**src/rtl/serial_subtractor_pkg.sv**
```systemverilog
// rtl/serial_subtractor_pkg.sv - shared types and constants for the serial subtractor
package serial_subtractor_pkg;

  localparam int DEFAULT_WIDTH = 8;

  typedef enum logic [1:0] {
    IDLE = 2'd0,
    RUN  = 2'd1,
    DONE = 2'd2
  } state_t;

  // Bit counter only has to reach WIDTH-1.
  function automatic int cnt_width(input int w);
    return ($clog2(w) < 1) ? 1 : $clog2(w);
  endfunction

endpackage

```
**src/rtl/serial_subtractor_full_subtractor.sv**
```systemverilog
// rtl/serial_subtractor_full_subtractor.sv - full-subtractor cell built from two half-subtractors
module half_subtractor (
  input  logic x,
  input  logic y,
  output logic d,
  output logic bo
);
  assign d  = x ^ y;
  assign bo = ~x & y;
endmodule

module full_subtractor (
  input  logic x,
  input  logic y,
  input  logic bin,
  output logic d,
  output logic bo
);
  logic d1, bo1, bo2;

  half_subtractor u_hs0 (.x(x),  .y(y),   .d(d1), .bo(bo1));
  half_subtractor u_hs1 (.x(d1), .y(bin), .d(d),  .bo(bo2));

  assign bo = bo1 | bo2;
endmodule

```
**src/rtl/serial_subtractor.sv**
```systemverilog
// rtl/serial_subtractor.sv - bit-serial LSB-first subtractor; SERIAL_SUBTRACTOR_ADD_EN adds port sub for add mode
module serial_subtractor
  import serial_subtractor_pkg::*;
#(
  parameter int WIDTH = DEFAULT_WIDTH
) (
  input  logic             clk,
  input  logic             rst_n,
`ifdef SERIAL_SUBTRACTOR_ADD_EN
  input  logic             sub,
`endif
  input  logic             start,
  input  logic [WIDTH-1:0] a,
  input  logic [WIDTH-1:0] b,
  output logic             busy,
  output logic             done,
  output logic [WIDTH-1:0] diff,
  output logic             bout
);

  localparam int CW = cnt_width(WIDTH);
  localparam logic [CW-1:0] LAST = CW'(WIDTH - 1);

  state_t         state, state_nxt;
  logic [CW-1:0]  cnt;
  logic [WIDTH-1:0] a_sr, b_sr, diff_sr;
  logic           brw, bout_r, mode_sub, sub_in;
  logic           accept, last_bit;
  logic           cell_y, cell_d, cell_bo;

`ifdef SERIAL_SUBTRACTOR_ADD_EN
  assign sub_in = sub;
`else
  assign sub_in = 1'b1;
`endif

  always_ff @(posedge clk or negedge rst_n) begin
    if (!rst_n) state <= IDLE;
    else        state <= state_nxt;
  end

  always_comb begin
    state_nxt = state;
    accept    = 1'b0;
    busy      = 1'b0;
    done      = 1'b0;
    case (state)
      IDLE: begin
        if (start) begin
          accept    = 1'b1;
          state_nxt = RUN;
        end
      end
      RUN: begin
        busy = 1'b1;
        if (cnt == LAST) state_nxt = DONE;
      end
      DONE: begin
        done = 1'b1;
        if (start) begin
          accept    = 1'b1;
          state_nxt = RUN;
        end else begin
          state_nxt = IDLE;
        end
      end
      default: state_nxt = IDLE;
    endcase
  end

  assign last_bit = (state == RUN) && (cnt == LAST);

  // Add mode reuses the subtractor: a+b = a-(~b)-1, so invert the b bit, preload borrow
  // and invert the final borrow to get carry-out.
  assign cell_y = mode_sub ? b_sr[0] : ~b_sr[0];

  full_subtractor u_cell (
    .x   (a_sr[0]),
    .y   (cell_y),
    .bin (brw),
    .d   (cell_d),
    .bo  (cell_bo)
  );

  always_ff @(posedge clk or negedge rst_n) begin
    if (!rst_n) begin
      a_sr     <= '0;
      b_sr     <= '0;
      diff_sr  <= '0;
      cnt      <= '0;
      brw      <= 1'b0;
      bout_r   <= 1'b0;
      mode_sub <= 1'b1;
    end else if (accept) begin
      a_sr     <= a;
      b_sr     <= b;
      diff_sr  <= '0;
      cnt      <= '0;
      brw      <= ~sub_in;
      bout_r   <= 1'b0;
      mode_sub <= sub_in;
    end else if (state == RUN) begin
      a_sr    <= {1'b0, a_sr[WIDTH-1:1]};
      b_sr    <= {1'b0, b_sr[WIDTH-1:1]};
      diff_sr <= {cell_d, diff_sr[WIDTH-1:1]};
      brw     <= cell_bo;
      cnt     <= last_bit ? cnt : cnt + 1'b1;
      if (last_bit) bout_r <= mode_sub ? cell_bo : ~cell_bo;
    end
  end

  assign diff = diff_sr;
  assign bout = bout_r;

endmodule

```
**config.mk**
```make
export PLATFORM = sky130hd
export DESIGN_NAME = serial_subtractor
export DESIGN_NICKNAME = d
export VERILOG_FILES = /design/src/rtl/serial_subtractor_pkg.sv /design/src/rtl/serial_subtractor_full_subtractor.sv /design/src/rtl/serial_subtractor.sv
export SDC_FILE = /design/constraint.sdc
export NUM_CORES = 1
export LEC_CHECK = 0
export BUFFER_PORTS_ARGS = -buffer_cell sky130_fd_sc_hd__buf_2
export CAP_MARGIN = 10
export CORE_MARGIN = 2
export CORE_UTILIZATION = 55
export CTS_BUF_LIST = sky130_fd_sc_hd__clkbuf_8
export DETAILED_ROUTE_END_ITERATION = 8
export HOLD_SLACK_MARGIN = 0.03
export PLACE_DENSITY = 0.87
export SETUP_SLACK_MARGIN = 0.1
export SYNTH_ARGS = -nofsm -noshare
export SYNTH_HDL_FRONTEND = slang
export SYNTH_SLANG_ARGS = --single-unit
```
**constraint.sdc**
```tcl
create_clock -name clk -period 3.5 [get_ports clk]
set_input_delay 0.35 -clock clk [delete_from_list [all_inputs] [get_ports clk]]
set_output_delay 0.35 -clock clk [all_outputs]
set_load 0.05 [all_outputs]
```
==> results.md <==
- Initial Util: 0.572
- Post-Synth Simple-Gate Area: 0.0756
- CP Launch Type: register
- DRC: 0
- Lkg Pwr: slightly above 0.0008 uW
- Final setup violation count: 0
- Post-Route WL: roughly 2700 um
- Setup Crit Path Kind: reg -> out
- CTS Buf Count: 5
- Fin. Hold Viols: 0
- Yosys warns: 0
- Mapped Area: 0.00139 mm^2
- Post-synth ARST share: 1.00
- Max IR drop VDD: 0.796 mV
- First-pass DRT Iterations: 4
- Vias/cell: approximately 5.7
- Share of the yosys chip area belonging to registers: 0.558
- Post-synth EDFFs: 0
- Crit end category: output pin
- Max H-tree Level: 2
- CTS Buffer Depth: 2
- NumNets Final: between 150 and 200
- Share of layout cells above drive strength 1: 0.261
- Post_cts resized: 0
- Largest net degree at the start of global routing: 32
- Relative slew slack: 0.558
- CTS clock-pin slew for the worst setup and hold paths: 0.07 ns
- F_max: about 460 MHz
- Final worst path period need: roughly 2.2 ns
- Ys flop type: dfrtp_1
- Root buf cell: clkbuf_8
- Ant diodes: 0
- Initial DRC Count: 19
- Syn_area_per_cell: about 11 um^2
- RSZ-0062 raised after global routing: no
- Port bufs: 29
- FF-to-FF setup slack: ~1.7 ns
- Vias in the first global route: 1047
- Placer Congestion: 0.756
- Multi-input logic area: around 500 um^2
- Multiplexer area fraction after synthesis: 0.0378
- Worst path arrival time: ~1.9 ns
- Setup bufs post-CTS: 0
- CTS tree: done
- Synth Area in XOR/XNOR: 0
- Synthesized flop and latch total: 31
- Avg WL per Cell: between 10 and 15 um
- Skew-Pair Late Insertion Delay: 0.28 ns
- P&R area growth vs syn: 16.5%
- Synth Area in Compound Gates: 0.214
- Crit Path Max Fanout: 21
- Die area: between 0.002 and 0.003 mm^2
- All-Layer GR Usage: 0.222
- Clock Sink Count: 31
- ANT nets after route: 0
- # hold bufs at CTS: 0
- Net Count, Synth: 150
- Post-route insts no fill: 187
- Die width: roughly 54 um
- First-pass GRT wire length: 4490 um
- Hold WC Path Type: in -> async
- Skew final: between 0.004 and 0.005 ns
- Initial antenna violation count: 0
- Cell Pwr Density: 1080 mW/mm^2
- Row count: 18
- Largest family of logic cells by synthesized area: compound AO/OA/AOI/OAI gates
- Hold Slack: around 0.093 ns
- Maxcap violations: 0
- Run status: finished, final reports clean
- Worst-Margin Slew: about 0.66 ns
- Post-Synth Adder-Cell Area: 0.0324
- # IOs: 30
- Placeable Area: 0.00243 mm^2
- Pwr Total: between 1500 and 2000 uW
- DPL Wire Length: approximately 1800 um
- Cells after DPL: 179
- Critical path required time: approximately 3.2 ns
- Vias: around 1100
- Die height: 54.3 um
- Final Cycle Share: 0.627
- Finished Core Util: 0.666
- Yosys cell types: 28
- # fillers: roughly 190
- Grt ovf: 0
- Gate Count Post-Synth: between 100 and 150
- TNS Setup: 0 ns
- Register Area: approximately 780 um^2
- Max Slew Vio Count: 0
[cells by family (layout without fill, tap and decap cells)]
kind of cell / after synthesis / in the layout
AO/OA/AOI/OAI: 45 / 45
flip-flops: 31 / 31
AND/OR/NAND/NOR: 20 / 20
adder cells (fa/ha/maj): 3 / 3
buffers and inverters: 24 / 53
multiplexers: 5 / 5
[flip-flops by register name, indices dropped and copies added, names as in the netlist]
name	flops
state	2
a_sr	8
bout	1
cnt	3
b_sr	8
diff	8
brw	1
[power breakdown]
part	leakage (uW)	internal [uW]	switching [uW]	total, uW
clock network	0.0000557	176	128	305
logic	0.000372	290	490	781
registers	0.000382	528	142	670
[placed cells by master, fill, tap and decap left out]
cell and instances:
a21o_1 1, or2_0 1, and2_1 1, o2bb2ai_1 1, nand2b_1 2, dfrtp_1 31
a21oi_1 14, mux2i_1 3, a22o_1 9, nor2_2 1, ha_1 2, o22ai_1 13
clkinv_1 1, o211ai_1 3, nand2_1 7, nor2b_1 3, mux2_2 2, a21oi_2 1
nand3_1 4, nand2b_2 1, a211oi_1 2, inv_1 16, fa_1 1, clkbuf_8 7
buf_2 29, o21ai_0 1
[critical path, cell delays in order, from the launching register on]
cell and delay, ns:
dfrtp_1 0.73, nand2b_2 0.30, clkinv_1 0.23, buf_2 0.30
[layer usage]
| layer | wire length (um) | track usage | vias to the layer above |
|---|---|---|---|
| met5 | 0 | 0 | - |
| met4 | 59 | 0.133 | 0 |
| met3 | 137 | 0.0738 | 7 |
| met2 | 1300 | 0.351 | 36 |
| met1 | 1170 | 0.261 | 512 |
| li1 | - | - | 504 |
[synth_stat cells (3+ instances only)]
library cell / n / share of area
buf_2: 4 / 0.014
nor2b_1: 3 / 0.014
o22ai_1: 13 / 0.059
nand3_1: 4 / 0.014
a21oi_1: 14 / 0.050
inv_1: 15 / 0.041
a22o_1: 9 / 0.057
o211ai_1: 3 / 0.016
mux2i_1: 3 / 0.022
nand2_1: 7 / 0.019
dfrtp_1: 31 / 0.56
[per-stage QoR]
| step | area, um^2 | setup slack, ns |
|---|---|---|
| 2_1_floorplan | 1390 | 1.90 |
| 3_3_place_gp | 1520 | 1.68 |
| 3_5_place_dp | 1520 | 1.62 |
| 4_1_cts | 1620 | 1.31 |
| 5_1_grt | 1620 | 1.16 |
| 6_report | 1620 | 1.30 |
[area by class of cell]
type | count | area share
Sequential cell | 31 | 0.479
Multi-Input combinational cell | 73 | 0.309
Timing Repair Buffer | 29 | 0.0896
Clock buffer | 7 | 0.0595
Inverter | 16 | 0.0371
Tap cell | 30 | 0.0232
Clock inverter | 1 | 0.00232
[final timing paths]
path	start	end	depth (start not counted)
setup / recovery	state[0]	busy	3
hold / removal	rst_n	b_sr[5]	1
setup reg to reg	state[0]	b_sr[6]	3
hold reg to reg	a_sr[5]	a_sr[5]	2
max in group asynchronous	rst_n	b_sr[0]	1
min in group clk	b[7]	b_sr[7]	2
(Power assumes the default switching activity.)
